## src/rtl/four_bit_adder.sv

```systemverilog
// four_bit_adder: ripple-carry adder plus registered result; define FOUR_BIT_ADDER_OVF_EN for signed overflow ovf/ovf_q
module full_adder_cell (
  input  logic a,
  input  logic b,
  input  logic cin,
  output logic s,
  output logic cout
);
  assign s    = a ^ b ^ cin;
  assign cout = (a & b) | (a & cin) | (b & cin);
endmodule

module four_bit_adder #(
  parameter int WIDTH = 4
) (
  input  logic             clk,
  input  logic             rst,
  input  logic             en,
  input  logic [WIDTH-1:0] a,
  input  logic [WIDTH-1:0] b,
  input  logic             c,
  output logic [WIDTH-1:0] sum,
  output logic             carry,
  output logic [WIDTH-1:0] sum_q,
  output logic             carry_q,
`ifdef FOUR_BIT_ADDER_OVF_EN
  output logic             ovf,
  output logic             ovf_q,
`endif
  output logic             valid_q
);
  logic [WIDTH:0]   cy;
  logic [WIDTH-1:0] sum_d;
  logic             carry_d;
  logic             valid_d;
  assign cy[0] = c;
  for (genvar i = 0; i < WIDTH; i++) begin : g_fa
    full_adder_cell u_fa (
      .a   (a[i]),
      .b   (b[i]),
      .cin (cy[i]),
      .s   (sum[i]),
      .cout(cy[i+1])
    );
  end
  assign carry = cy[WIDTH];
  always_comb begin
    sum_d   = rst ? '0   : en ? sum   : sum_q;
    carry_d = rst ? 1'b0 : en ? carry : carry_q;
    valid_d = !rst && en;
  end
  always_ff @(posedge clk) begin
    sum_q   <= sum_d;
    carry_q <= carry_d;
    valid_q <= valid_d;
  end
`ifdef FOUR_BIT_ADDER_OVF_EN
  logic ovf_d;
  assign ovf = cy[WIDTH-1] ^ cy[WIDTH];
  always_comb ovf_d = rst ? 1'b0 : en ? ovf : ovf_q;
  always_ff @(posedge clk) ovf_q <= ovf_d;
`endif
endmodule

```

## config.mk

```make
export PLATFORM = sky130hd
export DESIGN_NAME = four_bit_adder
export DESIGN_NICKNAME = d
export VERILOG_FILES = /design/src/rtl/four_bit_adder.sv
export SDC_FILE = /design/constraint.sdc
export NUM_CORES = 1
export LEC_CHECK = 0
export BUFFER_PORTS_ARGS = -buffer_cell sky130_fd_sc_hd__buf_2
export CAP_MARGIN = 10
export CORE_AREA = 2 2 39 41
export DETAILED_ROUTE_END_ITERATION = 7
export DIE_AREA = 0 0 41 43
export SYNTH_ARGS = -nofsm -noshare
export SYNTH_HDL_FRONTEND = slang
export SYNTH_SLANG_ARGS = --single-unit
```

## constraint.sdc

```tcl
create_clock -name clk -period 2.8 [get_ports clk]
set_input_delay 0.56 -clock clk [delete_from_list [all_inputs] [get_ports clk]]
set_output_delay 0.56 -clock clk [all_outputs]
set_load 0.01 [all_outputs]
```

### Yosys cells after proc, flatten, opt, wreduce, memory -nomap -nowiden

Cells that the tools add are included.
W data, S select, Z words.

| cells by class | value |
|---|---|
| bitwise operators | 28 |
| reduce and logical (&&, ||, !) cells | 2 |

Operators with widths:

| kind | number |
|---|---|
| $and A1 B1 Y1 | 12 |
| $or A1 B1 Y1 | 8 |
| $xor A1 B1 Y1 | 8 |
| $logic_and A1 B1 Y1 | 1 |
| $logic_not A1 Y1 | 1 |

| storage, ports and cells | value |
|---|---|
| output and inout bits | 11 |
| logic and storage cells | 33 |
| register bits | 6 |
| input port bits | 12 |

### Depth between registers and ports, before layout

| depth | value |
|---|---|
| depth in word-level cells | 12 |
| mapped depth | 9 |
| gate-level depth less buffers | 8 |

### Cells and area by module

Synthesis repeated with hierarchy kept, for this count alone.

| second synthesis, totals | value |
|---|---|
| cell total of the unflattened synthesis | 22 |
| area, all modules | 286.5 um2 |

By module, submodules not included:

| module | cells each | times used | area each (um2) |
|---|---|---|---|
| four_bit_adder | 18 | 1 | 206.4 |
| full_adder_cell | 1 | 4 | 20.0 |

### Least setup slack after synthesis

Ideal clock, no wire load.

| path | value |
|---|---|
| path kind | input-to-output |
| from | in a[0] |
| to | out sum[3] |
| stages | 9 |
| path slack | 0.035 ns |
| required time | 2.240 ns |
| arrival | 2.205 ns |
| path through | inv_1 -> fa_1 -> inv_1 -> fa_1 -> fa_1 -> inv_1 -> fa_1 -> inv_1 -> buf_4 |

| on the way | value |
|---|---|
| cells in the longest elaborated chain, start to end | 10 |
| elaborated cells between the ends (all ways) | 13 |
| those cells by class | bitwise (13) |

RTL lines:

| what | RTL line | text |
|---|---|---|
| start: declaration | 19 | `input logic [WIDTH-1:0] a,` |
| $and A1 B1 Y1 | 10 | `assign cout = (a & b) \| (a & cin) \| (b & cin);` |
| $or A1 B1 Y1 * (2 in a row) | 10 |  |
| $and A1 B1 Y1 | 10 |  |
| $or A1 B1 Y1 | 10 |  |
| $or A1 B1 Y1 * | 10 |  |
| $and A1 B1 Y1 | 10 |  |
| $or A1 B1 Y1 | 10 |  |
| $or A1 B1 Y1 * | 10 |  |
| $xor A1 B1 Y1 * | 9 | `assign s = a ^ b ^ cin;` |
| end: declaration | 22 | `output logic [WIDTH-1:0] sum,` |

Every way passes the cells marked *; elsewhere a longest branch is shown, timed or not.

### Worst setup path after layout

| path | value |
|---|---|
| from | in b[0] |
| to | out sum[3] |

| on the way | value |
|---|---|
| cells in the longest elaborated chain, start to end | 10 |
| elaborated cells between the ends (all ways) | 13 |
| those cells by class | bitwise (13) |

RTL lines:

| what | RTL line | text |
|---|---|---|
| start: declaration | 20 | `input logic [WIDTH-1:0] b,` |
| $and A1 B1 Y1 | 10 |  |
| $or A1 B1 Y1 | 10 |  |
| $or A1 B1 Y1 * | 10 |  |
| $and A1 B1 Y1 | 10 |  |
| $or A1 B1 Y1 | 10 |  |
| $or A1 B1 Y1 * | 10 |  |
| $and A1 B1 Y1 | 10 |  |
| $or A1 B1 Y1 | 10 |  |
| $or A1 B1 Y1 * | 10 |  |
| $xor A1 B1 Y1 * | 9 |  |

Marks and branches as above.

==> impl_metrics.json <==
{
  "synthTopCellsByArea": "dfxtp_1 (33%), fa_1 (22%), a211oi_2 (10%), inv_1 (10%), buf_4 (8.2%)",
  "netlist-cell-type-count": 10,
  "report.final.slew_viol_count": 0,
  "clk_latency_ns": 0.24,
  "final-setup-viol-count": 1,
  "startpoint": "b[0]",
  "power_density_mw_per_mm2": 528.5,
  "dp_hpwl_um": 522.5,
  "post_drt_wl_per_cell_um": 9.500,
  "port_buffers": 22,
  "final.setup.tns_ns": -0.04016,
  "netlist_area_um2": 364.1,
  "leakage_nw": 0.2758,
  "remaining_drc_errors": 0,
  "die_area_mm2": 0.001763,
  "syn-num-nets": 52,
  "fin_area_um2": 501.7,
  "hold_viol": 0,
  "rsz0062_at_grt": "yes",
  "r2r_start": "sum_q[0]",
  "die_h_um": 43,
  "vias": 287,
  "path_class": "primary input to output pin",
  "place.gp.congestion": 0.6516,
  "vdd_drop_max_mv": 0.1425,
  "fp.dieW_um": 41,
  "nets": 76,
  "drive_above_1_share_pct": 60.34,
  "clock_path_buffers": 2,
  "boundaryPins": 23,
  "post-route-min-period_ns": 2.840,
  "syn_inst": 36,
  "clock-root-buffer": "clkbuf_4",
  "rows": 14,
  "via_per_inst": 3.878,
  "diodes": 0,
  "grt_pass1_wl_um": 952,
  "ant_nets": 0,
  "clkTransAtPathRegs_ns": 0.04,
  "crit_end": "sum[3]",
  "async_reset_ff_share_pct": 0,
  "synth_edf_count": 0,
  "cts-buffers-inserted": 3,
  "grt_start_max_net_pins": 10,
  "yosysMostFrequentCell": "inv_1",
  "synth_seq_cells": 6,
  "cts_sinks": 6,
  "crit_path_max_fanout": 2,
  "grt_pass1_vias": 266,
  "period_share_pct": 101.4,
  "r2r_slack_ns": 2.18,
  "setup_slack_ns": -0.04016,
  "firstDrtPassIters": 1,
  "synthTopCellsByCount": "inv_1 (10), dfxtp_1 (6), buf_4 (4), fa_1 (4), nor2_1 (4)",
  "slew_headroom_pct": 86.28,
  "cts_tree": "done",
  "synthFlopType": "dfxtp_1",
  "ff2ff_path_depth": 2,
  "failed_checks": "setup timing",
  "worst_setup_path_end_kind": "output pin",
  "worst_pin_slew_ns": 0.2058,
  "overflow": 0,
  "clock.fmax_mhz": 352.1,
  "placed_cell_area_um2": 452.9,
  "fin_total_pwr_mw": 0.2652,
  "ys_warn_count": 0,
  "finalClockSkew_ns": 0,
  "worst_setup_path_start_kind": "primary input",
  "hold_class": "flip-flop to flip-flop",
  "crit_required_ns": 2.24,
  "initial_core_util_pct": 26.31,
  "syn_area_per_cell_um2": 10.11,
  "synth_top_area_cell": "dfxtp_1",
  "drtIter0Drc": 0,
  "outcome": "complete, but fails checks",
  "core_area_mm2": 0.001384,
  "antenna_found_initial": 0,
  "area_delta_synth_final_pct": 37.80,
  "r2r_end": "sum_q[0]",
  "yosysTopAreaCellShare_pct": 32.99,
  "drv_cap": 0,
  "ys_seq_area_share_pct": 32.99,
  "htreeDepth": 1,
  "arrival_ns": 2.28,
  "track_usage_pct": 9.073,
  "routed_wirelength_um": 703
}
[critical path, stage by stage]
cell	delay (ns)
buf_2	0.10
inv_1	0.06
fa_1	0.16
inv_1	0.05
fa_2	0.34
fa_2	0.35
inv_2	0.06
fa_1	0.42
inv_1	0.09
buf_6	0.10
[flip-flops by register name, indices dropped and copies added (netlist names)]
signal	flops
valid_q	1
sum_q	4
carry_q	1
[power by group]
part	internal [mW]	switching [mW]
Sequential	0.0934	0.00345
Clock	0.0485	0.0307
Combinational	0.0456	0.0436
Total	0.187	0.0777
[kinds of logic (layout without fill, tap and decap cells)]
kind of cell / Yosys count / count (layout) / share of synthesized area, %
and+or+nand+nor: 6 / 6 / 7.561
muxes: 2 / 2 / 5.499
buffers and inverters: 15 / 37 / 21.65
adders and majority gates: 4 / 4 / 21.99
DFF: 6 / 6 / 32.99
AOI/OAI and AO/OA: 3 / 3 / 10.31
[how the worst min path moves through the flow]
stage                          end  cells after the start  slack, ns      from
after floorplan           sum_q[0]                      2       0.51  sum_q[0]
after global placement    sum_q[2]                      2       0.47  sum_q[2]
after detailed placement  sum_q[1]                      2       0.49  sum_q[1]
after CTS                 sum_q[0]                      2       0.50  sum_q[0]
after global routing      sum_q[0]                      2       0.52  sum_q[0]
final                     sum_q[0]                      2       0.49  sum_q[0]
[cell type report]
| cell class | count | area [um^2] |
|---|---|---|
| Sequential cell | 6 | 120.1 |
| Inverter | 10 | 37.54 |
| Timing Repair Buffer | 24 | 131.4 |
| Clock buffer | 3 | 22.52 |
| Tap cell | 16 | 20.02 |
| Fill cell | 153 | 882.1 |
| Multi-Input combinational cell | 15 | 170.2 |
[placed cells by master, fill, tap and decap left out]
master | netlist | layout
buf_2 | 0 | 21
inv_1 | 10 | 8
dfxtp_1 | 6 | 6
nor2_1 | 4 | 4
a211oi_2 | 3 | 3
clkbuf_4 | 0 | 3
inv_2 | 0 | 2
mux2i_1 | 2 | 2
fa_2 | 0 | 2
fa_1 | 4 | 2
buf_4 | 4 | 2
nor2_2 | 1 | 1
nor2b_1 | 1 | 1
buf_6 | 1 | 1
[routing by layer]
layer | global-route usage [%] | part of all wire [%] | vias up | wire [um]
li1 | - | - | 146 | -
met1 | 8.143 | 39 | 127 | 271
met2 | 13.75 | 51 | 14 | 356
met3 | 4.712 | 11 | 0 | 75
met4 | 8.000 | 0 | 0 | 0
met5 | 0 | 0 | - | 0
[through the flow]
step / hold slack (ns) / util, % / setup WS (ns) / cells
after global placement: 0.4722 / 32.73 / -0.1657 / 69
after CTS: 0.4973 / 35.26 / -0.05052 / 73
after detailed placement: 0.4880 / 32.73 / -0.1661 / 69
after global routing: 0.5221 / 36.26 / -0.1110 / 74
final: 0.4905 / 36.26 / -0.04016 / 74
after floorplan: 0.5080 / - / 0.03543 / 36
[what timing repair did]
item,4_1_cts,5_1_grt
hold buffers,0,0
resized for setup,4,1
endpoints found under the setup margin,1,2
setup buffers,1,1
pin swaps,1,1
No activity file was read; power rests on OpenSTA's default activity.
